<file path="config.mk">
export PLATFORM = sky130hd
export DESIGN_NAME = data_trans_fifo_param_flat
export DESIGN_NICKNAME = d
export VERILOG_FILES = /design/src/rtl/data_trans_fifo_param_if.sv /design/src/rtl/data_trans_fifo_param.sv /design/src/flat_wrapper.sv
export SDC_FILE = /design/constraint.sdc
export NUM_CORES = 1
export LEC_CHECK = 0
export ABC_AREA = 1
export BUFFER_PORTS_ARGS = -buffer_cell sky130_fd_sc_hd__buf_4
export CAP_MARGIN = 20
export CORE_MARGIN = 3
export CORE_UTILIZATION = 55
export CTS_CLUSTER_DIAMETER = 120
export DETAILED_ROUTE_END_ITERATION = 8
export GPL_ROUTABILITY_DRIVEN = 0
export PLACE_DENSITY_LB_ADDON = 0.15
export SYNTH_ARGS = -nofsm -noshare
export SYNTH_HDL_FRONTEND = slang
export SYNTH_SLANG_ARGS = --single-unit
</file>
<file path="constraint.sdc">
create_clock -name clk -period 2 [get_ports clk]
set_input_delay 0 -clock clk [delete_from_list [all_inputs] [get_ports clk]]
set_output_delay 0 -clock clk [all_outputs]
set_load 0.05 [all_outputs]
</file>
<file path="src/rtl/data_trans_fifo_param_if.sv">
// data_trans_fifo_param_if: producer/consumer bundle for the parametrised data-transfer FIFO
interface data_trans_fifo_param_if #(
    parameter int DATA_W = 8,
    parameter int DEPTH  = 16
);
    localparam int CNT_W = $clog2(DEPTH) + 1;
    logic              wr_en;
    logic [DATA_W-1:0] data_in;
    logic              rd_en;
    logic              flush;
    logic              clr_err;
    logic [DATA_W-1:0] data_o;
    logic              full;
    logic              empty;
    logic              almost_full;
    logic              almost_empty;
    logic [CNT_W-1:0]  count;
    logic              overflow;
    logic              underflow;
    modport master (
        output wr_en, data_in, rd_en, flush, clr_err,
        input  data_o, full, empty, almost_full, almost_empty, count, overflow, underflow
    );
    modport slave (
        input  wr_en, data_in, rd_en, flush, clr_err,
        output data_o, full, empty, almost_full, almost_empty, count, overflow, underflow
    );
endinterface

</file>
<file path="src/rtl/data_trans_fifo_param.sv">
// data_trans_fifo_param: parametrised sync FIFO with occupancy, thresholds, flush,
// optional show-ahead read and sticky overflow/underflow flags
module data_trans_fifo_param #(
    parameter int DATA_W   = 8,
    parameter int DEPTH    = 16,
    parameter int AF_LEVEL = 12,
    parameter int AE_LEVEL = 4,
    parameter int FWFT     = 0
) (
    input logic                  clk,
    input logic                  reset_n,
    data_trans_fifo_param_if.slave bus
);
    localparam int ADDR_W = $clog2(DEPTH);
    localparam int CNT_W  = ADDR_W + 1;
    localparam logic [CNT_W-1:0] FULL_CNT = CNT_W'(DEPTH);
    localparam logic [CNT_W-1:0] AF_CNT   = CNT_W'(AF_LEVEL);
    localparam logic [CNT_W-1:0] AE_CNT   = CNT_W'(AE_LEVEL);

    logic [DATA_W-1:0] mem [DEPTH];
    logic [ADDR_W:0]   wr_ptr, rd_ptr, wr_ptr_nxt, rd_ptr_nxt;
    logic [CNT_W-1:0]  count, cnt_nxt;
    logic [DATA_W-1:0] data_o, head_nxt;
    logic              full, empty, almost_full, almost_empty, overflow, underflow;
    logic              wr_ok, rd_ok;

    always_comb begin
        wr_ok      = bus.wr_en && !full && !bus.flush;
        rd_ok      = bus.rd_en && !empty && !bus.flush;
        wr_ptr_nxt = bus.flush ? '0 : wr_ptr + CNT_W'(wr_ok);
        rd_ptr_nxt = bus.flush ? '0 : rd_ptr + CNT_W'(rd_ok);
        cnt_nxt    = bus.flush ? '0 : count + CNT_W'(wr_ok) - CNT_W'(rd_ok);
        // show-ahead: incoming word becomes the head when nothing else remains after a pop
        head_nxt   = (wr_ok && count == CNT_W'(rd_ok)) ? bus.data_in : mem[rd_ptr_nxt[ADDR_W-1:0]];
    end

    always_ff @(posedge clk) begin
        if (wr_ok) mem[wr_ptr[ADDR_W-1:0]] <= bus.data_in;
    end

    always_ff @(posedge clk or negedge reset_n) begin
        if (!reset_n) begin
            wr_ptr       <= '0;
            rd_ptr       <= '0;
            count        <= '0;
            full         <= 1'b0;
            empty        <= 1'b1;
            almost_full  <= 1'b0;
            almost_empty <= 1'b1;
            overflow     <= 1'b0;
            underflow    <= 1'b0;
            data_o       <= '0;
        end else begin
            wr_ptr       <= wr_ptr_nxt;
            rd_ptr       <= rd_ptr_nxt;
            count        <= cnt_nxt;
            full         <= cnt_nxt == FULL_CNT;
            empty        <= cnt_nxt == '0;
            almost_full  <= cnt_nxt >= AF_CNT;
            almost_empty <= cnt_nxt <= AE_CNT;
            overflow     <= (bus.wr_en && full && !bus.flush) || (overflow && !bus.clr_err);
            underflow    <= (bus.rd_en && empty && !bus.flush) || (underflow && !bus.clr_err);
            if (FWFT != 0) begin
                if (cnt_nxt != '0) data_o <= head_nxt;
            end else if (rd_ok) begin
                data_o <= mem[rd_ptr[ADDR_W-1:0]];
            end
        end
    end

    assign bus.data_o       = data_o;
    assign bus.full         = full;
    assign bus.empty        = empty;
    assign bus.almost_full  = almost_full;
    assign bus.almost_empty = almost_empty;
    assign bus.count        = count;
    assign bus.overflow     = overflow;
    assign bus.underflow    = underflow;
endmodule

</file>
<file path="src/flat_wrapper.sv">
// flat-port wrapper written by rule: the top's interface ports become plain ports
module data_trans_fifo_param_flat 
#(
    parameter int DATA_W   = 8,
    parameter int DEPTH    = 16,
    parameter int AF_LEVEL = 12,
    parameter int AE_LEVEL = 4,
    parameter int FWFT     = 0
)
  (clk, reset_n, bus_wr_en, bus_data_in, bus_rd_en, bus_flush, bus_clr_err, bus_data_o, bus_full, bus_empty, bus_almost_full, bus_almost_empty, bus_count, bus_overflow, bus_underflow);
  data_trans_fifo_param_if #(.DATA_W(DATA_W), .DEPTH(DEPTH)) bus_i ();
  input logic clk;
  input logic reset_n;
  input wire logic [$bits(bus_i.wr_en)-1:0] bus_wr_en;
  input wire logic [$bits(bus_i.data_in)-1:0] bus_data_in;
  input wire logic [$bits(bus_i.rd_en)-1:0] bus_rd_en;
  input wire logic [$bits(bus_i.flush)-1:0] bus_flush;
  input wire logic [$bits(bus_i.clr_err)-1:0] bus_clr_err;
  output wire logic [$bits(bus_i.data_o)-1:0] bus_data_o;
  output wire logic [$bits(bus_i.full)-1:0] bus_full;
  output wire logic [$bits(bus_i.empty)-1:0] bus_empty;
  output wire logic [$bits(bus_i.almost_full)-1:0] bus_almost_full;
  output wire logic [$bits(bus_i.almost_empty)-1:0] bus_almost_empty;
  output wire logic [$bits(bus_i.count)-1:0] bus_count;
  output wire logic [$bits(bus_i.overflow)-1:0] bus_overflow;
  output wire logic [$bits(bus_i.underflow)-1:0] bus_underflow;
  assign bus_i.wr_en = bus_wr_en;
  assign bus_i.data_in = bus_data_in;
  assign bus_i.rd_en = bus_rd_en;
  assign bus_i.flush = bus_flush;
  assign bus_i.clr_err = bus_clr_err;
  assign bus_data_o = bus_i.data_o;
  assign bus_full = bus_i.full;
  assign bus_empty = bus_i.empty;
  assign bus_almost_full = bus_i.almost_full;
  assign bus_almost_empty = bus_i.almost_empty;
  assign bus_count = bus_i.count;
  assign bus_overflow = bus_i.overflow;
  assign bus_underflow = bus_i.underflow;
  data_trans_fifo_param #(.DATA_W(DATA_W), .DEPTH(DEPTH), .AF_LEVEL(AF_LEVEL), .AE_LEVEL(AE_LEVEL), .FWFT(FWFT)) u_core (.clk(clk), .reset_n(reset_n), .bus(bus_i));
endmodule
</file>
## Word-level counts from Yosys, hierarchy flattened

Memories as Yosys holds them, arrays and structs flattened. A register that Yosys moved wholly into a read port is not among the register bits.
Cells that the tools add are included.

- Memories: 1
- Word-level logic and storage cells: 40
- Input port bits: 14
- Bits in writable memories: 128
- Register bits after elaboration: 21

- Equal/unequal tests: 1
- Multiplexer cells: 5
- Reduce and logical (&&, ||, !) cells: 18
- $lt $le $gt $ge: 2
- Add/subtract/negate cells: 4

Memory list:

| name | depth | width | read ports | clocked after memory_dff | wr ports | line | RTL |
|---|---|---|---|---|---|---|---|
| u_core.mem | 16 | 8 | 1 | 1 | 1 | data_trans_fifo_param.sv:20 | `logic [DATA_W-1:0] mem [DEPTH];` |

Operators by type and width:

| operator | number |
|---|---|
| adder 5 x 1 -> 5 bit | 3 |
| 2-to-1 mux 5 bit | 3 |
| logical AND 1 bit | 10 |
| equality test 5 bit, second input constant | 1 |
| >= comparator 5 x 4 -> 1 bit, second input constant | 1 |
| <= comparator 5 x 3 -> 1 bit, second input constant | 1 |
| zero test 1 bit | 5 |
| zero test 5 bit | 1 |
| subtractor 5 x 1 -> 5 bit | 1 |
| logical OR 1 bit | 2 |
| 2-to-1 mux 1 bit | 2 |

## Logic depth before layout (Yosys ltp)

Gate-level depths: netlist of the first run.

- Word-level depth: 7
- Depth in mapped cells: 17
- Gate-level depth less buffers: 16

## Least setup slack after synthesis of the first run

No wires, ideal clock.

- Kind: flip-flop to flip-flop
- From: reg u_core.empty (netlist: u_core.bus.empty)
- To: reg u_core.empty (netlist: u_core.bus.empty)
- Library setup time: 0.067 ns
- Cell stages (with the launch flop): 11
- Buffers on the path: 0
- Path slack: -0.328 ns
- Arrival: 2.261 ns
- Path through: dfstp_2 > nor2_8 > inv_4 > or2_4 > nand2_1 > ha_1 > fa_1 > or2_2 > nand3_1 > nand3_1 > nor2_1

- Longest elaborated chain between the ends: 6

Ends and longest elaborated chain:

| what | line | RTL |
|---|---|---|
| start, declared | data_trans_fifo_param.sv:24 | `logic full, empty, almost_full, almost_empty, overflow, underflow;` |
| start signal, assigned | data_trans_fifo_param.sv:47 | `empty <= 1'b1;` |
| start signal, assigned | data_trans_fifo_param.sv:58 | `empty <= cnt_nxt == '0;` |
| zero test 1 bit | data_trans_fifo_param.sv:29 | `rd_ok = bus.rd_en && !empty && !bus.flush;` |
| logical AND 1 bit (2 in series) | data_trans_fifo_param.sv:29 |  |
| subtractor 5 x 1 -> 5 bit | data_trans_fifo_param.sv:32 | `cnt_nxt = bus.flush ? '0 : count + CNT_W'(wr_ok) - CNT_W'(rd_ok);` |
| 2-to-1 mux 5 bit | data_trans_fifo_param.sv:32 |  |
| zero test 5 bit | data_trans_fifo_param.sv:58 |  |

No other way between the ends.

## Worst setup path after layout of the first run

- From: reg u_core.empty (netlist: u_core.bus.empty)
- To: reg u_core.empty (netlist: u_core.bus.empty)

- Longest elaborated chain between the ends: 6

Ends and longest elaborated chain:

| what | line | RTL |
|---|---|---|
| zero test 1 bit | data_trans_fifo_param.sv:29 |  |
| logical AND 1 bit (2 in series) | data_trans_fifo_param.sv:29 |  |
| subtractor 5 x 1 -> 5 bit | data_trans_fifo_param.sv:32 |  |
| 2-to-1 mux 5 bit | data_trans_fifo_param.sv:32 |  |
| via u_core.cnt_nxt[4] | data_trans_fifo_param.sv:22 | `logic [CNT_W-1:0] count, cnt_nxt;` |
| zero test 5 bit | data_trans_fifo_param.sv:58 |  |

The timed path passes the listed nets, and every way through them passes these cells.

==> results of run 1 <==
-- cell usage after synthesis (all sizes together) --
cell type / n / share of area
a21oi: 17 / 0.013
dfstp: 2 / 0.0081
or2: 2 / 0.0023
o21ai: 5 / 0.0038
dfrtp: 25 / 0.096
nand3: 85 / 0.065
ha: 8 / 0.015
xnor2: 2 / 0.0027
nor3: 1 / 0.00077
nand2: 210 / 0.12
o31ai: 2 / 0.0023
clkbuf: 2 / 0.0027
edfxtp: 128 / 0.59
nand4: 1 / 0.00096
clkinv: 1 / 0.00058
fa: 1 / 0.0031
buf: 20 / 0.026
nor2: 41 / 0.028
inv: 29 / 0.018
-- stage by stage --
stage                     instance area (sq um)  cells  hold WS [ns]  power [uW]  utilization
after floorplan                            6570    582        -0.296        5320            -
after global placement                     7080    768       -0.0745        5890        0.615
after detailed placement                   7080    768       -0.0666        5950        0.615
after CTS                                  7860    819        -0.168        9130        0.683
after global routing                       7920    822        0.0521        9580        0.688
final                                      7920    822        0.0310        9190        0.688
-- sequential cells by signal (all words and copies together) (netlist names), 4 cells and up --
| name | count |
|---|---|
| u_core.rd_ptr | 4 |
| u_core.bus.data_o | 8 |
| u_core.bus.count | 5 |
| u_core.wr_ptr | 4 |
| u_core.mem | 128 |
-- worst register-to-register path: stages (launching register included) --
cell	delay [ns]
dfstp_4	0.65
nor2_8	0.04
inv_4	0.05
or2_4	0.13
nand2_4	0.05
ha_4	0.16
fa_2	0.34
nand2_2	0.09
nand2_2	0.06
nand2_2	0.07
nand2_1	0.05
nand2_1	0.06
nand3_2	0.10
inv_1	0.10
nor2_2	0.04
-- repair_timing --
action | 4_1_cts | 5_1_grt
cloned | 0 | 0
hold endpoints to repair | 165 | 3
buffers inserted | 2 | 2
pin swaps | 8 | 7
setup endpoints to repair | 4 | 9
gates resized for setup | 3 | 10
hold buffers | 17 | 1
-- layout make-up --
class / count / area [sq um]
sequential: 155 / 4530
fill: 854 / 3590
tap: 143 / 179
clock buffer: 21 / 470
inverter: 30 / 123
clock inverter: 11 / 118
timing repair buffer: 87 / 727
multi-input combinational: 375 / 1780
-- metal layers --
metal | wire length [um] | GRT usage | vias up
li1 | - | - | 2138
met1 | 6300 | 0.322 | 2093
met2 | 7360 | 0.383 | 129
met3 | 708 | 0.0521 | 21
met4 | 321 | 0.0947 | 0
met5 | 0 | 0 | -
-- path summary, 6_finish.rpt --
kind / start / to / cells after the start / slack [ns]
min in group clk: bus_flush / u_core.bus.almost_empty$_DFF_PN1_ / 5 / 0.08
worst min register to register: u_core.bus.data_o[5]$_DFFE_PN0P_ / u_core.bus.data_o[5]$_DFFE_PN0P_ / 2 / 0.49
worst min-delay path: reset_n / u_core.bus.data_o[0]$_DFFE_PN0P_ / 2 / 0.03
worst max register to register: u_core.bus.empty$_DFF_PN1_ / u_core.bus.empty$_DFF_PN1_ / 14 / -0.04
worst max-delay path: u_core.bus.empty$_DFF_PN1_ / u_core.bus.empty$_DFF_PN1_ / 14 / -0.04
max in group asynchronous: reset_n / u_core.bus.empty$_DFF_PN1_ / 2 / 1.66
-- report_power, final --
group	internal (uW)	total [uW]	switching, uW
registers	3710	3830	126
logic	724	2200	1470
clock network	1930	3160	1230
total	6360	9190	2830
-- cells by family after synthesis --
logic type	count (synthesis)	share of synthesized area
AND/OR/NAND/NOR	340	0.219
XOR/XNOR	2	0.00269
AO/OA/AOI/OAI	24	0.0192
buffers and inverters	52	0.0472
flip-flops	155	0.694
adder cells (fa/ha/maj)	9	0.0184
==> impl_results.md, run 1 <==
* Warnings from Yosys at 0
* Mapped Avg Cell Area at 11.2 sq um
* Largest stage delay, worst path at 0.65 ns
* Worst Path Arrival at 2.40 ns
* Core footprint at 11500 sq um
* Via-to-Cell Ratio at 5.33
* Initial DRC Count at roughly 500
* DRC errors left at 0
* Vias in the first global route at 4305
* DRT Wirelength at roughly 15000 um
* Clk Latency, worst-skew pair at 0.43 ns
* Most frequent cells in the layout: nand2_1 (205), edfxtp_1 (128), nand3_1 (80), buf_4 (66), nor2_1 (33)
* Worst slew pin tran at 0.582 ns
* Post-Syn Area at 6520 sq um
* Leading cell type in the layout, fill and taps excluded: nand2_1
* Post-DRT Antenna Nets at 0
* Slowest stage cell, crit path: dfstp_4
* CTS Buffer Depth at 2
* PnR worst setup slack at -0.0371 ns
* I/O pin count at 33
* Synthesis-to-finish area growth at 21.5%
* Die area at around 13000 sq um
* Minimum clock period at 2.04 ns
* Dpl ws at -0.0769 ns
* Via count at 4381
* Netlist cell types at 32
* Final Setup Violations at 5
* CTS buffer count at 17
* Lkg Pwr at 0.00327 uW
* H-tree levels at 4
* Share of cells above drive strength 1 at 0.189
* Critical Path RT at 2.36 ns
* Maximum vdd drop at between 1000 and 1500 uV
* Family with the most delay on the worst path: simple AND/OR/NAND/NOR gates
* Hold Path Class: in2async
* Crit path max fanout at 4
* Period utilization at 1.02
* Wire length per cell at around 18 um
* Root buf cell: clkbuf_16
* Startpoint types: register
* Num rows at 39
* Max Cap Viol at 0
* Clk slew on worst S/H paths at 0.06 ns
* Max-slew violations at 0
* Gr usage total at 0.239
* Synth Register Bits at about 160
* Worst Skew at between 0.008 and 0.009 ns
* Grt total ovfl at 0
* First-pass GRT wire length at 23100 um
* FMAX at a little under 0.5 GHz
* CP bufs+invs at 2
* Setup TNS at -0.0968 ns
* Largest net degree at the start of global routing at 56
* Diode count at 0
* CP most frequent cell: nand2_2
* Crit Path Class: reg2reg
* CTS tree: built
* Drt pass-1 iters at 5
* Fin. Hold Viols at 0
* IO Port Bufs at 32
* Outcome: finished, violations left
* Nature of the critical path endpoint: register
* Register area share after synthesis at 0.694
* HPWL Detailed at 9400 um
* Die height at 115 um
* Failing checks: setup timing
* CTS sink count at 155
* Slew HR at 0.612
* RSZ-0062 raised after global routing: yes
* Syn_nets at roughly 610
* Syn Inst Count at 582
* CP Cell Sequence: nor2_8 -> inv_4 -> or2_4 -> nand2_4 -> ha_4 -> fa_2 -> nand2_2 -> nand2_2 -> nand2_2 -> nand2_1 -> nand2_1 -> nand3_2 -> inv_1 -> nor2_2
* Initial antenna violation count at 0
* Initial Utilization at 0.566
* DIE WIDTH at approximately 110 um
* Cell area power density at 1160 nW/um^2
* Final nets at 689
Power figures use the tool's default switching activity.
==> inputs of run 2 (changes only) <==
- CAP_MARGIN: 20 -> unset
- GPL_TIMING_DRIVEN: unset -> 0
==> impl_results.md, run 2 (same netlist as run 1, synthesis figures left out) <==
* Hold_ws at 0.0521 ns (+0.0211 ns)
* Core footprint at 11500 sq um (unchanged)
* Failing checks: setup timing
* Startpoint types: register
* Maximum vdd drop at 1250 uV (-6.9%)
* Largest net degree at the start of global routing at 28 (-50%)
* H-tree levels at 4 (unchanged)
* CTS sink count at 155 (unchanged)
* Fin area at 7970 sq um (+0.65%)
* HPWL Detailed at 9520 um (+1.3%)
* CTS tree: built
* Lkg Pwr at 0.00321 uW (-1.7%)
* Reg2Reg Setup Slack at -0.09 ns (-0.05 ns)
* Clk Latency, worst-skew pair at 0.42 ns (about the same)
* FMAX at 0.479 GHz (-2.4%)
* Worst slew pin tran at 0.553 ns (-0.0288 ns)
* Post-DRT Antenna Nets at 0 (unchanged)
* Final nets at 677 (-1.7%)
* Minimum clock period at 2.09 ns (+0.0500 ns)
* DRT Wirelength at 14600 um (-0.27%)
* Leading cell type in the layout, fill and taps excluded: nand2_1
* Initial antenna violation count at 0 (unchanged)
* DIE WIDTH at 115 um (unchanged)
* Critical Path RT at 2.35 ns (about the same)
* Placed Area at 6990 sq um (-1.4%)
* Diode count at 0 (unchanged)
* DRC errors left at 0 (unchanged)
* Wire length per cell at 18.1 um (+1.2%)
* CTS Buffer Depth at 2 (unchanged)
* Number of flip-flops in the largest register at 128 (unchanged)
* Worst Path Arrival at 2.44 ns (+0.04 ns)
* PnR worst setup slack at -0.0872 ns (-0.0500 ns)
* I/O pin count at 33 (unchanged)
* Final Setup Violations at 5 (unchanged)
* First-pass GRT wire length at 22800 um (-1.6%)
* Crit path max fanout at 4 (unchanged)
* IO Port Bufs at 31 (-3.1%)
* RSZ-0062 raised after global routing: yes
* Crit Path Class: reg2reg
* Die height at 115 um (unchanged)
* Root buf cell: clkbuf_16
* CTS buffer count at 17 (unchanged)
* Via-to-Cell Ratio at 5.45 (+2.3%)
* Cell area power density at 1240 nW/um^2 (+6.8%)
* Most frequent cells in the layout: nand2_1 (204), edfxtp_1 (128), nand3_1 (80), buf_4 (41), dfrtp_1 (25)
* Outcome: finished, violations left
* Fin. Hold Viols at 0 (unchanged)
* Via count at 4415 (+0.78%)
* Period utilization at 1.04 (+0.0250)
* Worst Skew at 0.00577 ns (-0.00281 ns)
* Clk slew on worst S/H paths at 0.06 ns (about the same)
* Setup TNS at -0.339 ns (-0.242 ns)
* Initial Utilization at 0.566 (unchanged)
* Die area at 13200 sq um (unchanged)
* Grt total ovfl at 0 (unchanged)
* Hold Path Class: in2async
* Gr usage total at 0.235 (-0.00395)
* Synthesis-to-finish area growth at 22.3%
* Max Cap Viol at 0 (unchanged)
* Vias in the first global route at 4330 (+0.58%)
* Slew HR at 0.631 (+0.0192)
* Drt pass-1 iters at 5 (unchanged)
* Share of cells above drive strength 1 at 0.204 (+0.0154)
* Max-slew violations at 0 (unchanged)
* Dpl ws at -0.256 ns (-0.179 ns)
* Initial DRC Count at 411 (-16%)
* Num rows at 39 (unchanged)
* Nature of the critical path endpoint: register
[run 2: cell count changes in the layout (fill, tap and decap cells not counted), moves of 2 or more]
cell,delta
dlygate4sd3_1,-4
clkinv_1,-2
buf_6,+6
clkinv_2,-2
clkinvlp_4,+2
bufinv_16,+5
nor2_1,-15
nor2_2,+15
buf_4,-25
buf_8,+2
buf_2,+8
clkbuf_8,-2
buf_12,-2
[run 2: critical path, cell delays in order (launching register included)]
cell	delay, ns
dfstp_4	0.65
nor2_8	0.04
clkinv_4	0.04
or2_4	0.12
nand2_4	0.05
ha_4	0.16
fa_2	0.37
nand2_2	0.08
nand2_2	0.05
nand2_2	0.08
nand2_1	0.07
nand2_2	0.09
nand3_4	0.09
nand2_1	0.07
nor2_1	0.05
[run 2: power by group]
group	switching, uW	internal [uW]
clock	1270	2470
combinational	1550	766
sequential	121	3710
[run 2: metal layers]
metal  global-route usage  part of all wire  vias up
li1                     -                 -     2124
met1                0.303              0.41     2103
met2                0.377              0.49      159
met3               0.0526             0.063       29
met4                0.121             0.031        0
met5                    0                 0        -
[run 2: through the flow]
| stage | instances | power, uW | util |
|---|---|---|---|
| global placement | 756 | 5860 | 0.607 |
| CTS | 807 | 9750 | 0.685 |
| global route | 810 | 10300 | 0.692 |
| detailed placement | 756 | 5920 | 0.607 |
| floorplan | 582 | 5320 | - |
| finish | 810 | 9880 | 0.692 |
[run 2: worst paths after layout]
kind | from | to | cells after the start
max reg2reg | u_core.bus.empty$_DFF_PN1_ | u_core.bus.almost_empty$_DFF_PN1_ | 14
max in group asynchronous | reset_n | u_core.bus.almost_empty$_DFF_PN1_ | 2
max | u_core.bus.empty$_DFF_PN1_ | u_core.bus.almost_empty$_DFF_PN1_ | 14
min reg2reg | u_core.bus.data_o[5]$_DFFE_PN0P_ | u_core.bus.data_o[5]$_DFFE_PN0P_ | 2
min | reset_n | u_core.bus.data_o[2]$_DFFE_PN0P_ | 2
min in group clk | bus_wr_en | u_core.bus.count[0]$_DFF_PN0_ | 6
[run 2: what timing repair did]
action,CTS,global route
endpoints found under the hold margin,171,0
setup buffers,5,3
pin swaps,7,12
setup endpoints to repair,54,86
resized for setup,13,21
hold buffers,14,0
[run 2: layout make-up]
cell class / instances / area [sq um]
inverters: 30 / 130
multi-input cells: 375 / 1830
plain buffers: 22 / 185
repair buffers: 53 / 433
fillers: 803 / 3540
clock buffers: 18 / 429
well taps: 143 / 179
clock inverters: 14 / 265
flip-flops and latches: 155 / 4530
